### src/rtl/memoria_instrucoes_param_pkg.sv
// Shared widths and field constants for the Redux-V fetch path.
package memoria_instrucoes_param_pkg;

    localparam int unsigned LARGURA_DADO_PADRAO = 8;
    localparam int unsigned LARGURA_END_PADRAO  = 8;
    localparam int unsigned PROFUNDIDADE_PADRAO = 256;

    // Opcode field position inside an instruction word, consumed by decode
    localparam int unsigned OPCODE_MSB = 7;
    localparam int unsigned OPCODE_LSB = 4;

    typedef enum logic {
        RESP_VAZIO = 1'b0,
        RESP_CHEIO = 1'b1
    } estado_resp_t;

endpackage

### src/rtl/memoria_instrucoes_banco.sv
// Storage array with per-word loaded flags and a write-first read mux.
module memoria_instrucoes_banco #(
    parameter int unsigned LARGURA_DADO = 8,
    parameter int unsigned LARGURA_END  = 8,
    parameter int unsigned PROFUNDIDADE = 256
) (
    input  logic                    clock,
    input  logic                    limpar,
    input  logic                    escrita_en,
    input  logic [LARGURA_END-1:0]  escrita_end,
    input  logic [LARGURA_DADO-1:0] escrita_dado,
    input  logic [LARGURA_END-1:0]  leitura_end,
    output logic [LARGURA_DADO-1:0] leitura_dado,
    output logic                    leitura_carregada,
    output logic                    palavra_nova
);

    localparam int unsigned IW = (PROFUNDIDADE > 1) ? $clog2(PROFUNDIDADE) : 1;

    logic [LARGURA_DADO-1:0] mem [PROFUNDIDADE];
    logic [PROFUNDIDADE-1:0] carregado;
    logic [IW-1:0]           idx_escrita;
    logic [IW-1:0]           idx_leitura;
    logic                    mesmo_end;

    assign idx_escrita = IW'(escrita_end);
    assign idx_leitura = IW'(leitura_end);
    assign mesmo_end   = escrita_en && (escrita_end == leitura_end);

    // Data is written even when limpar wins over the flag update
    always_ff @(posedge clock) begin
        if (escrita_en) begin
            mem[idx_escrita] <= escrita_dado;
        end
    end

    always_ff @(posedge clock) begin
        if (limpar) begin
            carregado <= '0;
        end else if (escrita_en) begin
            carregado[idx_escrita] <= 1'b1;
        end
    end

    // Write-first: a same-cycle load is visible to the read
    always_comb begin
        leitura_dado      = mesmo_end ? escrita_dado : mem[idx_leitura];
        leitura_carregada = !limpar && (mesmo_end || carregado[idx_leitura]);
        palavra_nova      = escrita_en && !limpar && !carregado[idx_escrita];
    end

endmodule

### src/rtl/memoria_instrucoes_param.sv
// Synchronous-read instruction memory with valid/ready fetch and a program-load port.
module memoria_instrucoes_param
    import memoria_instrucoes_param_pkg::*;
#(
    parameter int unsigned LARGURA_DADO = LARGURA_DADO_PADRAO,
    parameter int unsigned LARGURA_END  = LARGURA_END_PADRAO,
    parameter int unsigned PROFUNDIDADE = PROFUNDIDADE_PADRAO
) (
    input  logic                    clock,
    input  logic                    reset,
    input  logic                    req_valido,
    output logic                    req_pronto,
    input  logic [LARGURA_END-1:0]  endereco,
    output logic                    resp_valido,
    input  logic                    resp_pronto,
    output logic [LARGURA_DADO-1:0] instrucao,
    output logic                    fim_programa,
    output logic                    erro_end,
    input  logic                    carga_en,
    input  logic [LARGURA_END-1:0]  carga_end,
    input  logic [LARGURA_DADO-1:0] carga_dado,
    input  logic                    limpar,
    output logic [LARGURA_END:0]    num_palavras
);

    localparam logic [LARGURA_END:0] LIMITE = (LARGURA_END + 1)'(PROFUNDIDADE);

    estado_resp_t            estado;
    logic                    aceita;
    logic                    fetch_ok;
    logic                    carga_ok;
    logic [LARGURA_DADO-1:0] dado_lido;
    logic                    carregada;
    logic                    palavra_nova;

    assign fetch_ok    = {1'b0, endereco} < LIMITE;
    assign carga_ok    = {1'b0, carga_end} < LIMITE;
    assign resp_valido = (estado == RESP_CHEIO);
    assign req_pronto  = !resp_valido || resp_pronto;
    assign aceita      = req_valido && req_pronto;

    memoria_instrucoes_banco #(
        .LARGURA_DADO (LARGURA_DADO),
        .LARGURA_END  (LARGURA_END),
        .PROFUNDIDADE (PROFUNDIDADE)
    ) u_banco (
        .clock             (clock),
        .limpar            (limpar),
        .escrita_en        (carga_en && carga_ok),
        .escrita_end       (carga_end),
        .escrita_dado      (carga_dado),
        .leitura_end       (endereco),
        .leitura_dado      (dado_lido),
        .leitura_carregada (carregada),
        .palavra_nova      (palavra_nova)
    );

    // Response register: EMPTY/FULL, reset drops any in-flight response
    always_ff @(posedge clock) begin
        if (reset) begin
            estado       <= RESP_VAZIO;
            instrucao    <= '0;
            fim_programa <= 1'b0;
            erro_end     <= 1'b0;
        end else if (aceita) begin
            estado       <= RESP_CHEIO;
            instrucao    <= (fetch_ok && carregada) ? dado_lido : '0;
            fim_programa <= !(fetch_ok && carregada);
            erro_end     <= !fetch_ok;
        end else if (estado == RESP_CHEIO && resp_pronto) begin
            estado <= RESP_VAZIO;
        end
    end

    // Word count survives reset; only limpar clears it
    always_ff @(posedge clock) begin
        if (limpar) begin
            num_palavras <= '0;
        end else if (palavra_nova) begin
            num_palavras <= num_palavras + (LARGURA_END + 1)'(1);
        end
    end

endmodule
### config.mk
export PLATFORM = sky130hd
export DESIGN_NAME = memoria_instrucoes_param
export DESIGN_NICKNAME = d
export VERILOG_FILES = /design/src/rtl/memoria_instrucoes_param_pkg.sv /design/src/rtl/memoria_instrucoes_banco.sv /design/src/rtl/memoria_instrucoes_param.sv
export SDC_FILE = /design/constraint.sdc
export NUM_CORES = 2
export LEC_CHECK = 0
export CAP_MARGIN = 10
export CORE_ASPECT_RATIO = 0.6
export CORE_MARGIN = 8
export CORE_UTILIZATION = 25
export CTS_CLUSTER_SIZE = 25
export DETAILED_ROUTE_END_ITERATION = 8
export SETUP_SLACK_MARGIN = 0.2
export SLEW_MARGIN = 20
export SYNTH_ARGS = -nofsm -noshare
export SYNTH_HDL_FRONTEND = slang
export SYNTH_SLANG_ARGS = --single-unit
### constraint.sdc
create_clock -name clock -period 4.6 [get_ports clock]
set_clock_uncertainty 0.2 [all_clocks]
set_input_delay 0.69 -clock clock [delete_from_list [all_inputs] [get_ports clock]]
set_output_delay 0.69 -clock clock [all_outputs]
set_load 0.01 [all_outputs]
==> metrics.md <==
| Metric | Value |
|---|---|
| Layout Area Growth over Synthesis | `17.6%` |
| GRT overflow | `0` |
| Maximum fanout along the worst path | `36` |
| Crit end category | `register` |
| Routability congestion estimate | `0.953` |
| Post-CTS Setup Bufs | `0` |
| Worst Setup SP | `endereco[2]` |
| Clock share of power | `39.9%` |
| Yosys top cell by area | `edfxtp_1` |
| Avg Inst Size Synth | `17.5 µm²` |
| Min-delay src | `carga_dado[6]` |
| Largest net degree at the start of global routing | `104` |
| Root Buffer | `clkbuf_16` |
| Post-CTS sizing | `0` |
| Worst Path Required | `5.18 ns` |
| Setup crit start kind | `primary input` |
| Core Region | `369000 µm²` |
| Fin. max-slew vios | `0` |
| Ys flop type | `edfxtp_1` |
| Actual slew at the worst max-slew pin | `1.23 ns` |
| Global-route wire length before repair | `427000 µm` |
| Routed Antenna Nets | `0` |
| Routed wire length | `311000 µm` |
| Sequential share of power | `53.7%` |
| Initial antenna violation count | `32` |
| Syn Std Cell Area | `92600 µm²` |
| Max-cap violations | `0` |
| Setup TNS | `0 ns` |
| Clock H-tree levels | `4` |
| DRT iter0 DRCs | `8825` |
| Dpl hpwl | `213000 µm` |
| Pwr/cell area | `392 nW/µm²` |
| Sequential-to-total area share from yosys stat | `72.3%` |
| Worst vdd ir | `0.307 mV` |
| Fmax | `254 MHz` |
| Seq cells post-synth | `2323` |
| Number of remaining DRC errors | `0` |
| Vias in the first global route | `53367` |
| Switching Fraction | `23.0%` |
| Reg clk slew, reported paths | `0.08 ns` |
| Worst Hold Margin | `0.215 ns` |
| Pleak | `0.0351 µW` |
| CTS tree | `done` |
| P_int | `33000 µW` |
| Ys Warns | `0` |
| CTS Buf Count | `199` |
| Layout cells sized above 1 | `23.3%` |
| Fin crit share | `85.7%` |
| 1st-pass router iterations | `8` |
| Port Buf Inserts | `49` |
| Die Span X | `802 µm` |
| Status | `finished clean` |
| Syn nets | `5338` |
| Gate power share | `6.4%` |
| Final Hold Fails | `0` |
| Final Critical Period | `3.94 ns` |
| Deepest clock path buffer count | `4` |
| Sw power | `9820 µW` |
| Post-synth cell types | `78` |
| Post-synth EDFFs | `2048` |
| Top cells by area, synth | `edfxtp_1, mux4_2, dfxtp_1, mux2i_1, nor2_1` |
| Via count | `56131` |
| Die area | `391000 µm²` |
| Nets | `5827` |
| Die Y | `488 µm` |
| Post-Synthesis Cells | `5307` |
| WL/cell | `28.6 µm` |
| Share of the synthesized area in the top cell type | `66.4%` |
| Ys async rst share | `0%` |
| Crit Reg-Reg Startpoint | `u_banco.mem[135][4]` |
| # rows | `173` |
| Slew margin rel. | `17.5%` |
| Slack of the critical path | `0.659 ns` |
| CP arrival | `4.52 ns` |
| Post-Place Setup Slack | `0.0397 ns` |
| CTS sink cnt | `2323` |
| # fillers | `36024` |
| Number of I/O pins | `51` |
| Endpoints failing setup | `0` |
| Initial Util | `25.1%` |
| Critical path class | `primary input to register` |
| GRT Util Overall | `15.2%` |
| HP Class | `primary input to register` |
| Clk Latency, worst-skew pair | `0.90 ns` |
| DR vias/cell | `5.16` |
| Cts hold-fix bufs | `2` |
| RSZ-0062 raised after global routing | `false` |
per-stage QoR:
step	area, µm²	power (µW)	cells	util [%]
5_1_grt	109000	43900	10858	29.5
6_report	109000	42800	10868	29.5
3_3_place_gp	103000	26000	10492	27.7
3_5_place_dp	103000	26100	10492	27.8
4_1_cts	109000	42900	10854	29.5
2_1_floorplan	92600	24700	5307	-
worst max-delay path, cell delays in order:
cell	delay [ns]
buf_8	0.18
and2_4	0.50
a221oi_1	1.06
o21ai_0	0.47
o21ai_0	0.25
o311ai_0	0.23
buf_4	0.24
a21oi_1	0.16
buf_4	0.25
nor4_1	0.08
o31ai_1	0.27
area by class of cell:
| class | instances | area, µm² | area share, % |
|---|---|---|---|
| timing repair buffer | 636 | 5600 | 5.14 |
| clock buffer | 242 | 5260 | 4.83 |
| inverter | 10 | 45.0 | 0.0413 |
| multi-input combinational | 2626 | 23800 | 21.8 |
| sequential | 2323 | 67000 | 61.5 |
| antenna | 13 | 32.5 | 0.0299 |
| tap | 4900 | 6130 | 5.63 |
| clock inverter | 118 | 1100 | 1.01 |
worst paths after layout:
| check | end | slack [ns] | cells past startpoint |
|---|---|---|---|
| worst max-delay path | instrucao[4] | 0.66 | 11 |
| worst min-delay path | u_banco.mem[77][6] | 0.22 | 1 |
| worst min register to register | u_banco.carregado[180] | 0.29 | 2 |
| worst max register to register | instrucao[4] | 0.96 | 10 |
sequential cells by signal (all words and copies together), names as in the netlist:
signal,count
fim_programa,1
instrucao,8
num_palavras,9
resp_valido,1
u_banco.carregado,256
u_banco.mem,2048
layout by cell type, fill, tap and decap left out, types with 11 or more instances in the layout:
cell / synthesis / routed
edfxtp_1: 2048 / 2048
nor2_1: 787 / 783
buf_4: 59 / 533
mux4_2: 445 / 445
mux2i_1: 395 / 395
dfxtp_1: 275 / 275
clkbuf_16: 0 / 200
a221oi_1: 125 / 125
nand2_1: 114 / 114
o21ai_0: 94 / 94
a21oi_1: 67 / 67
nor3_1: 61 / 61
a22oi_1: 57 / 57
buf_12: 2 / 52
nand3_1: 47 / 47
a221o_1: 43 / 43
o21a_1: 42 / 42
clkinv_2: 0 / 41
clkinv_1: 0 / 37
clkbuf_1: 200 / 32
o22ai_1: 30 / 30
clkdlybuf4s50_1: 0 / 30
nor2b_1: 27 / 23
mux2_2: 23 / 23
a31oi_1: 21 / 21
nand4_1: 20 / 20
a211oi_1: 19 / 19
clkbuf_8: 0 / 19
nor4_1: 17 / 17
bufinv_16: 0 / 17
nand2b_1: 16 / 15
diode_2: 0 / 13
o2111ai_1: 13 / 13
o31ai_1: 13 / 12
o211ai_1: 11 / 11
o221ai_1: 11 / 11
logic make-up (layout without fill, tap and decap cells):
kind of cell | after synthesis | in the layout | share of synthesized area [%]
multiplexers | 868 | 868 | 15.5
AO/OA/AOI/OAI | 614 | 614 | 4.89
XOR/XNOR | 14 | 14 | 0.132
AND/OR/NAND/NOR | 1128 | 1128 | 5.10
other | 1 | 14 | 0.00405
adder cells (fa/ha/maj) | 1 | 1 | 0.0135
flip-flops | 2323 | 2323 | 72.3
buffers and inverters | 358 | 1006 | 2.04
cell usage after synthesis (19+ instances only):
cell,n
a31oi_1,21
nor2_1,787
mux2_2,23
edfxtp_1,2048
buf_6,30
nor3_1,61
mux2i_1,395
dfxtp_1,275
a21oi_1,67
buf_4,59
nor2b_1,27
a221oi_1,125
nand4_1,20
o21a_1,42
mux4_2,445
buf_1,20
nand2_1,114
nand3_1,47
buf_2,35
a22oi_1,57
o21ai_0,94
a221o_1,43
a211oi_1,19
clkbuf_1,200
o22ai_1,30
routing by layer:
layer | share of wire [%] | GRT usage, % | vias to the layer above
met5 | 0.016 | 0 | -
met4 | 2.3 | 3.14 | 8
met3 | 16 | 6.72 | 459
met2 | 38 | 19.4 | 3872
met1 | 44 | 23.1 | 29550
li1 | - | - | 22242
power by group through the flow:
stage                     Combinational, µW  Clock (µW)  Sequential (µW)
after floorplan                        1260           0            23400
after global placement                 2620           0            23400
after detailed placement               2660           0            23400
after CTS                              2670       17300            23000
after global routing                   2820       18100            22900
final                                  2740       17100            23000
Power figures use the tool's default switching activity.
